===== config.mk =====
export PLATFORM = sky130hd
export DESIGN_NAME = cfg_shift_out
export DESIGN_NICKNAME = d
export VERILOG_FILES = /design/src/rtl/pmu_pkg.sv /design/src/rtl/cfg_blk_fifo.sv /design/src/rtl/cfg_shift_out.sv
export SDC_FILE = /design/constraint.sdc
export NUM_CORES = 1
export LEC_CHECK = 0
export BUFFER_PORTS_ARGS = -buffer_cell sky130_fd_sc_hd__buf_2
export CAP_MARGIN = 20
export CORE_ASPECT_RATIO = 0.6
export CORE_UTILIZATION = 53
export DETAILED_ROUTE_END_ITERATION = 10
export GPL_TIMING_DRIVEN = 0
export PLACE_DENSITY = 0.75
export SLEW_MARGIN = 25
export SYNTH_ARGS = -nofsm -noshare
export SYNTH_HDL_FRONTEND = slang
export SYNTH_SLANG_ARGS = --single-unit

===== constraint.sdc =====
create_clock -name clk -period 6.9 [get_ports clk]
set_input_delay 0.345 -clock clk [delete_from_list [all_inputs] [get_ports clk]]
set_output_delay 0.345 -clock clk [all_outputs]
set_load 0.01 [all_outputs]

===== src/rtl/pmu_pkg.sv =====
// Shared definitions for the PMU decrypt path: FSM encodings and CRC-16/CCITT constants.
package pmu_pkg;

    localparam logic [1:0] StIdle  = 2'd0;
    localparam logic [1:0] StShift = 2'd1;
    localparam logic [1:0] StDone  = 2'd2;

    localparam logic [15:0] CRC16_POLY = 16'h1021;
    localparam logic [15:0] CRC16_INIT = 16'hFFFF;

    // One bit of CRC-16/CCITT, MSB-first, non-reflected.
    function automatic logic [15:0] crc16_step(input logic [15:0] crc, input logic din);
        crc16_step = {crc[14:0], 1'b0} ^ ((crc[15] ^ din) ? CRC16_POLY : 16'h0000);
    endfunction

endpackage


===== src/rtl/cfg_blk_fifo.sv =====
// Synchronous block FIFO with show-ahead read; a push is accepted on a full FIFO when a pop
// happens in the same cycle.
module cfg_blk_fifo #(
    parameter int unsigned Depth = 2,
    parameter int unsigned Width = 128
) (
    input  logic             clk,
    input  logic             rst,
    input  logic             flush_i,
    input  logic             push_i,
    input  logic             pop_i,
    input  logic [Width-1:0] wdata_i,
    output logic [Width-1:0] rdata_o,
    output logic             full_o,
    output logic             empty_o
);

    localparam int unsigned PtrW = $clog2(Depth);
    localparam int unsigned CntW = $clog2(Depth) + 1;

    logic [Width-1:0] mem_q [Depth];
    logic [PtrW-1:0]  wr_ptr_q, rd_ptr_q;
    logic [CntW-1:0]  count_q;
    logic             push_ok, pop_ok;

    assign full_o  = (count_q == CntW'(Depth));
    assign empty_o = (count_q == '0);
    assign pop_ok  = pop_i & ~empty_o;
    assign push_ok = push_i & (~full_o | pop_ok);
    assign rdata_o = mem_q[rd_ptr_q];

    always_ff @(posedge clk) begin
        if (rst || flush_i) begin
            wr_ptr_q <= '0;
            rd_ptr_q <= '0;
            count_q  <= '0;
        end else begin
            if (push_ok) wr_ptr_q <= wr_ptr_q + PtrW'(1);
            if (pop_ok)  rd_ptr_q <= rd_ptr_q + PtrW'(1);
            count_q <= count_q + CntW'(push_ok) - CntW'(pop_ok);
        end
    end

    always_ff @(posedge clk) begin
        if (push_ok && !flush_i) mem_q[wr_ptr_q] <= wdata_i;
    end

endmodule


===== src/rtl/cfg_shift_out.sv =====
// Serialises plaintext blocks LSB-first into the fabric config chain, then releases the fabric.
// Optional CRC-16 over emitted bits when CFG_SHIFT_CRC_EN is defined (adds crc_o).
module cfg_shift_out
    import pmu_pkg::*;
#(
    parameter int unsigned AES_DATA_WIDTH = 128,
    parameter int unsigned LEN_WIDTH      = 16,
    parameter int unsigned FIFO_DEPTH     = 2
) (
    input  logic                      clk,
    input  logic                      rst,
    input  logic                      start_i,
    input  logic [LEN_WIDTH-1:0]      len_i,
    input  logic [AES_DATA_WIDTH-1:0] blk_data_i,
    input  logic                      blk_valid_i,
    output logic                      blk_ready_o,
    output logic                      tdo,
    output logic                      tck_en,
    output logic                      busy_o,
    output logic                      done_o,
    output logic                      pwr_up_en,
    output logic                      err_o
`ifdef CFG_SHIFT_CRC_EN
    ,
    output logic [15:0]               crc_o
`endif
);

    localparam int unsigned CntW = $clog2(AES_DATA_WIDTH + 1);

    logic [1:0]                state_q, state_d;
    logic [AES_DATA_WIDTH-1:0] shreg_q, shreg_d, fifo_rdata;
    logic [CntW-1:0]           shcnt_q, shcnt_d;
    logic [LEN_WIDTH-1:0]      remaining_q, remaining_d;
    logic                      tdo_d, tck_en_d, done_d, pwr_d, err_d;
    logic                      fifo_full, fifo_empty, fifo_push, fifo_pop, fifo_flush;
    logic                      in_shift, start_acc, emit, go_done;

    assign in_shift  = (state_q == StShift);
    assign start_acc = start_i & ~in_shift;
    assign emit      = in_shift & (shcnt_q != '0) & (remaining_q != '0);
    assign go_done   = (start_acc & (len_i == '0)) | (in_shift & (remaining_q == '0));

    // Reload on the same edge the last bit leaves so consecutive blocks run gap-free.
    assign fifo_pop    = in_shift & ~fifo_empty & (remaining_q != '0) &
                         ((shcnt_q == '0) | (emit & (shcnt_q == CntW'(1))));
    assign blk_ready_o = in_shift & (~fifo_full | fifo_pop);
    assign fifo_push   = blk_valid_i & blk_ready_o;
    assign fifo_flush  = start_acc | go_done;
    assign busy_o      = in_shift;

    cfg_blk_fifo #(
        .Depth (FIFO_DEPTH),
        .Width (AES_DATA_WIDTH)
    ) u_fifo (
        .clk     (clk),
        .rst     (rst),
        .flush_i (fifo_flush),
        .push_i  (fifo_push),
        .pop_i   (fifo_pop),
        .wdata_i (blk_data_i),
        .rdata_o (fifo_rdata),
        .full_o  (fifo_full),
        .empty_o (fifo_empty)
    );

    always_comb begin
        state_d     = state_q;
        shreg_d     = shreg_q;
        shcnt_d     = shcnt_q;
        remaining_d = remaining_q;
        tdo_d       = tdo;
        tck_en_d    = 1'b0;
        done_d      = 1'b0;
        pwr_d       = pwr_up_en;
        err_d       = (err_o & ~start_acc) | (blk_valid_i & ~in_shift);
        if (start_acc) begin
            remaining_d = len_i;
            shcnt_d     = '0;
            if (len_i == '0) begin
                state_d = StDone;
                done_d  = 1'b1;
                pwr_d   = 1'b1;
            end else begin
                state_d = StShift;
                pwr_d   = 1'b0;
            end
        end else if (in_shift) begin
            if (remaining_q == '0) begin
                // Anything still buffered belongs to a partial last block and is dropped.
                state_d = StDone;
                done_d  = 1'b1;
                pwr_d   = 1'b1;
                shcnt_d = '0;
            end else begin
                if (emit) begin
                    tdo_d       = shreg_q[0];
                    tck_en_d    = 1'b1;
                    remaining_d = remaining_q - LEN_WIDTH'(1);
                    shreg_d     = shreg_q >> 1;
                    shcnt_d     = shcnt_q - CntW'(1);
                end
                if (fifo_pop) begin
                    shreg_d = fifo_rdata;
                    shcnt_d = CntW'(AES_DATA_WIDTH);
                end
            end
        end
    end

    always_ff @(posedge clk) begin
        if (rst) begin
            state_q     <= StIdle;
            shreg_q     <= '0;
            shcnt_q     <= '0;
            remaining_q <= '0;
            tdo         <= 1'b0;
            tck_en      <= 1'b0;
            done_o      <= 1'b0;
            pwr_up_en   <= 1'b0;
            err_o       <= 1'b0;
        end else begin
            state_q     <= state_d;
            shreg_q     <= shreg_d;
            shcnt_q     <= shcnt_d;
            remaining_q <= remaining_d;
            tdo         <= tdo_d;
            tck_en      <= tck_en_d;
            done_o      <= done_d;
            pwr_up_en   <= pwr_d;
            err_o       <= err_d;
        end
    end

`ifdef CFG_SHIFT_CRC_EN
    logic [15:0] crc_q, crc_d;

    always_comb begin
        crc_d = crc_q;
        if (start_acc) begin
            crc_d = CRC16_INIT;
        end else if (emit) begin
            crc_d = crc16_step(crc_q, shreg_q[0]);
        end
    end

    always_ff @(posedge clk) begin
        if (rst) begin
            crc_q <= CRC16_INIT;
        end else begin
            crc_q <= crc_d;
        end
    end

    assign crc_o = crc_q;
`endif

endmodule


-- Word-level counts from Yosys, hierarchy flattened
Memories as Yosys holds them, arrays and structs flattened. A register that Yosys moved wholly into a read port is not among the register bits.
Cells that the tools add are included.
- register bits: 163
- memory bits (writable): 256
- bits of input ports: 148
- output and inout port bits: 7
- logic and storage cells: 95
- memories: 1
- $add $sub $neg: 6
- eq/ne operators: 4
- mux-type cells: 25
- bitwise gates (word level): 26
- reductions and logical operators: 21
- memories (name ; words ; width ; rd ports ; clocked after memory_dff ; write ports ; line ; text):
    u_fifo.mem_q ; 2 ; 128 ; 1 ; 1 ; 1 ; cfg_blk_fifo.sv:21 ; logic [Width-1:0] mem_q [Depth];
- operator list (operator ; count):
    128-bit 2-to-1 mux ; 2
    16-bit 2-to-1 mux ; 4
    16-bit zero test ; 2
    8-bit 2-to-1 mux ; 3
    16-bit nonzero test ; 1
    16-bit by 1-bit subtractor with 16-bit output, second input constant ; 1
    1-bit AND ; 15
    1-bit 2-to-1 mux ; 12
    8-bit by 1-bit equality test with 1-bit output, second input constant ; 1
    8-bit zero test ; 1
    2-bit 2-to-1 mux ; 4
    4-bit AND reduction ; 2
    2-bit nonzero test ; 4
    8-bit nonzero test ; 1
    8-bit by 1-bit subtractor with 8-bit output, second input constant ; 1
    1-bit bitwise OR ; 6
    1-bit NOT ; 5
    2-bit AND reduction ; 2
    4-bit OR reduction ; 1
    3-bit AND reduction ; 1
    3-bit nonzero test ; 1
    1-bit adder, second input constant ; 2
    2-bit by 1-bit adder with 2-bit output ; 1
    2-bit by 1-bit equality test with 1-bit output, second input constant ; 1
    other kinds (8) ; 8

-- Depth between registers and ports, before layout
- word-level depth: 13
- gate-level depth with buffers: 10
- mapped depth without buffers: 9

-- Hierarchy
A second synthesis with hierarchy kept.
- cells, all modules: 1348
- area total of the unflattened synthesis: 17563.1 µm²
- by module, submodules not included (module ; times used ; cells each ; area an instance (µm²)):
    cfg_blk_fifo ; 1 ; 428 ; 9449.1
    cfg_shift_out ; 1 ; 920 ; 8114.0

-- Least setup slack after synthesis
OpenSTA, ideal clock, no wires.
- path kind: flip-flop to flip-flop
- from: reg remaining_q[0]
- to: mem u_fifo.mem_q[0][0] (enable)
- arrival time: 6800 ps
- required time: 6283 ps
- setup slack: -517 ps
- stages on the path, launching flop included: 9
- path buffers: 1
- clock period less this slack: 7417 ps
- path through: dfxtp_1 -> inv_1 -> ha_1 -> nor3b_1 -> and4_1 -> clkbuf_1 -> nor2_1 -> o211ai_1 -> nor2_1
- cells in the longest elaborated chain, start to end: 12
- elaborated cells between the ends (all ways): 20
- those cells by class: mux: 2; bitwise: 14; reduce/logical: 4
- ends and longest elaborated chain (what ; line ; text):
    start, declared ; cfg_shift_out.sv:34 ; logic [LEN_WIDTH-1:0] remaining_q, remaining_d;
    start signal, assigned ; cfg_shift_out.sv:126 ; remaining_q <= remaining_d;
    16-bit nonzero test ; cfg_shift_out.sv:41, cfg_shift_out.sv:45 ;
    1-bit AND ; cfg_shift_out.sv:41 ; assign emit = in_shift & (shcnt_q != '0) & (remaining_q != '0);
    1-bit AND ; cfg_shift_out.sv:46 ; ((shcnt_q == '0) | (emit & (shcnt_q == CntW'(1))));
    1-bit bitwise OR ; cfg_shift_out.sv:46 ;
    1-bit AND ; cfg_shift_out.sv:45 ; assign fifo_pop = in_shift & ~fifo_empty & (remaining_q != '0) &
    1-bit bitwise OR ; cfg_shift_out.sv:47 ; assign blk_ready_o = in_shift & (~fifo_full | fifo_pop);
    1-bit AND ; cfg_shift_out.sv:47 ;
    1-bit AND ; cfg_shift_out.sv:48 ; assign fifo_push = blk_valid_i & blk_ready_o;
    1-bit AND ; cfg_blk_fifo.sv:29 ; assign push_ok = push_i & (~full_o | pop_ok);
    1-bit logical AND (*) ; cfg_blk_fifo.sv:45 ; if (push_ok && !flush_i) mem_q[wr_ptr_q] <= wdata_i;
    1-bit 2-to-1 mux (*) ; cfg_blk_fifo.sv:45 ;
    1-bit 2-to-1 mux (not written as such) (*) ; cfg_blk_fifo.sv:45 ;
    end, declared ; cfg_blk_fifo.sv:21 ;
Mark *: on every way between the ends. The rest lies on a longest branch, timed or not.

-- Worst setup path in the final report
- from: reg remaining_q[12]
- to: out blk_ready_o
- cells in the longest elaborated chain, start to end: 7
- elaborated cells between the ends (all ways): 8
- those cells by class: bitwise: 7; reduce/logical: 1
- ends and longest elaborated chain (what ; line ; text):
    16-bit nonzero test (*) ; cfg_shift_out.sv:41, cfg_shift_out.sv:45 ;
    1-bit AND ; cfg_shift_out.sv:41 ;
    1-bit AND ; cfg_shift_out.sv:46 ;
    1-bit bitwise OR ; cfg_shift_out.sv:46 ;
    1-bit AND (*) ; cfg_shift_out.sv:45 ;
    1-bit bitwise OR (*) ; cfg_shift_out.sv:47 ;
    1-bit AND (*) ; cfg_shift_out.sv:47 ;
    end, declared ; cfg_shift_out.sv:16 ; output logic blk_ready_o,
Marks and branches as above.

==> run_results.csv <==
group,metric,value,unit
cts,cts_resized,0,
worst_setup_path,r2r_start,"remaining_q[0]",
global_routing,grt_pass1_vias,11800,
worst_setup_path,path_class,"flip-flop to output pin",
cts,clock-sinks,419,
timing,tightest_slew,1.11,ns
timing,max_freq,0.283,GHz
worst_setup_path,worstSetupEndpointType,"output pin",
die,pin_count,155,
worst_setup_path,cp.arrival,3.19,ns
worst_setup_path,startpoint,"remaining_q[12]",
cts,clockRootBuffer,"clkbuf_16",
timing,min_period_over_period,51.3,%
worst_setup_path,start_kind,"flip-flop",
place,port_buffers,153,
pwr,p_per_area,274,nW/µm²
final_layout,drive_gt1_share,16.5,%
global_routing,grt_overflow,0,
cts,cts_tree,"yes",
worst_setup_path,worstRegToRegCells,11,
worst_setup_path,worstReg2RegEnd,"u_fifo.mem_q[0][72]",
timing,hold_viol_final,0,
routing,drt_iter0_markers,1154,
place,gp_congestion,0.890,
logic_synthesis,synth_area,16600,µm²
logic_synthesis,async_reset_ff_share,0,%
logic_synthesis,syn_inst,1363,
routing,routed_wl,41.5,mm
min_path,whs_path_depth,1,
logic_synthesis,ys_seq_area_share,66.1,%
logic_synthesis,syn_avg_cell_area,12.2,µm²
worst_setup_path,crit_end,"blk_ready_o",
worst_setup_path,cp.required,6.55,ns
logic_synthesis,synth-main-ff-cell,"edfxtp_1",
timing,rsz0062_at_grt,"false",
flow_run,cap_violations,0,
timing,setup_viol,0,
logic_synthesis,yosysTopAreaCell,"edfxtp_1",
routing,route.detailed.drc,0,
die,initial_utilization,54.6,%
cts,path_clk_slew,0.07,ns
logic_synthesis,ys_ff_latch,419,
cts,cts_buffer_depth,3,
routing,num_vias,12300,
die,row_count,49,
logic_synthesis,synth_edf_count,256,
cts,numCtsBuffers,38,
die,die_w,230,µm
routing,wl_per_cell,19.6,µm
routing,via_per_inst,5.81,
routing,firstDrtPassIters,5,
worst_setup_path,worst-path-max-fanout,10,
final_layout,fin_area,20700,µm²
place,dpl_cell_area,18200,µm²
logic_synthesis,yosys_warnings,0,
place,hpwlAfterDp,26.7,mm
timing,maxSlewHeadroom,25.6,%
global_routing,grt_max_degree,24,
global_routing,grt_pass1_wl,65.0,mm
logic_synthesis,yosysTopAreaCellShare,46.4,%
min_path,hold_path.class,"primary input to flip-flop",
final_layout,mostFrequentLayoutCells,"280 x nand2_1, 256 x edfxtp_1, 173 x buf_2, 163 x dfxtp_1",
final_layout,final_nets,1837,
timing,fin_crit,3.54,ns
cts,clk-insertion-delay-late,0.54,ns
pwr,ir_drop,0.218,mV
final_layout,synthToLayoutAreaGrowth,24.6,%
logic_synthesis,ys_types,52,
routing,ant_nets,0,
final_layout,final_common_cell,"nand2_1",
status,status,"complete, no violations",
global_routing,track_usage,25.7,%
timing,finClkSkew,0.0203,ns
pwr,p_leak,0.00680,µW
die,core_area,30300,µm²
timing,slew_viol_final,0,
logic_synthesis,synth_fp_nets,1516,
cts,cts_max_level,2,
pwr,total_power,5650,µW
die,dieHeight,139,µm
worst_setup_path,reg2reg_slack,3.45,ns
logic_synthesis,synth_area_leaders,"edfxtp_1 46%, dfxtp_1 20%, a311oi_1 6.7%, nand2_1 6.3%, a211oi_1 5.8%",
global_routing,antenna_found_initial,1,
die,die-area,32000,µm²
==> metrics by stage <==
stage | hold slack, ns | setup slack, ns | utilization, % | std cells | setup TNS, ns
5_1_grt | 0.00204 | 3.19 | 68.0 | 2123 | 0
3_5_place_dp | 0.460 | 3.53 | 59.8 | 1936 | 0
3_3_place_gp | 0.460 | -4.36 | 58.8 | 1924 | -1110.69
4_1_cts | 0.00183 | 3.44 | 68.0 | 2122 | 0
6_report | 0.0273 | 3.36 | 68.1 | 2124 | 0
2_1_floorplan | 0.432 | -0.517 | - | 1363 | -132.40
==> registers in the layout, summed over array words and instances (netlist names), named ones only <==
signal and count:
u_fifo.count_q 2, tdo 1, done_o 1, u_fifo.wr_ptr_q 1, tck_en 1, u_fifo.mem_q 256, remaining_q 16, pwr_up_en 1
state_q 1, shreg_q 128, u_fifo.rd_ptr_q 1, err_o 1, shcnt_q 8
==> critical path, stage by stage, from the launching register on <==
cell,delay (ns)
dfxtp_1,0.35
nor4_1,0.61
nand4_1,0.48
nand3_2,0.33
buf_2,0.28
buf_2,0.33
nand2_1,0.12
buf_2,0.15
==> cells by family (layout without fill, tap and decap cells) <==
kind of cell | count (synthesis) | after routing | share of synthesized area [%]
and+or+nand+nor | 496 | 496 | 14.4
DFF | 419 | 419 | 66.1
AOI/OAI and AO/OA | 321 | 321 | 15.1
buffers and inverters | 117 | 468 | 3.68
adders and majority gates | 5 | 5 | 0.378
xor gates and xnor gates | 4 | 4 | 0.211
muxes | 1 | 1 | 0.0680
other | 0 | 2 | 0
==> timing repair <==
item / in CTS / in global routing
hold endpoints to repair: 232 / 0
setup endpoints to repair: 0 / 0
hold buffers: 116 / 0
buffers inserted: 0 / 0
==> final cells by class <==
| cell class | instances | area, µm² |
|---|---|---|
| clock buffer | 58 | 1230 |
| clock inverter | 12 | 93.8 |
| antenna | 2 | 5.00 |
| tap | 408 | 510 |
| timing repair buffer | 281 | 2230 |
| multi-input combinational | 827 | 5020 |
| fill | 2183 | 9690 |
| inverter | 8 | 30.0 |
| sequential | 419 | 11000 |
| buffer | 109 | 581 |
==> synthesized netlist by cell type (5+ instances only) <==
cell type	number
o211ai_1	6
a211oi_1	127
ha_1	5
a31oi_1	11
o311ai_0	5
dfxtp_1	163
a22oi_1	6
nor4_1	9
nand2b_1	5
clkbuf_1	69
nor3_1	9
nand2_1	280
buf_6	19
edfxtp_1	256
nor2b_1	127
buf_2	20
o21ai_0	7
nor2_1	26
a21oi_1	20
or3_1	10
inv_1	8
nand3_1	7
a311oi_1	127
==> how the worst min path moves through the flow <==
stage | start | to | slack, ns
floorplan | shreg_q[0] | tdo | 0.43
global placement | shreg_q[0] | tdo | 0.46
detailed placement | shreg_q[0] | tdo | 0.46
CTS | blk_data_i[127] | u_fifo.mem_q[1][127] | 0.002
global route | blk_data_i[2] | u_fifo.mem_q[0][2] | 0.002
finish | blk_data_i[2] | u_fifo.mem_q[0][2] | 0.03
==> metal layers <==
layer  vias up  wire length (µm)  global-route usage [%]
li1       5788                 -                       -
met1      6032             19300                    38.0
met2       448             18600                    39.0
met3        67              2790                    5.02
met4         0               826                    6.76
met5         -                 0                       0
==> where the power goes <==
part	total (µW)	switching [µW]	internal, µW
Combinational	607	366	241
Sequential	2840	51.9	2780
Clock	2210	934	1270
Total	5650	1350	4300
(Power assumes the default switching activity.)
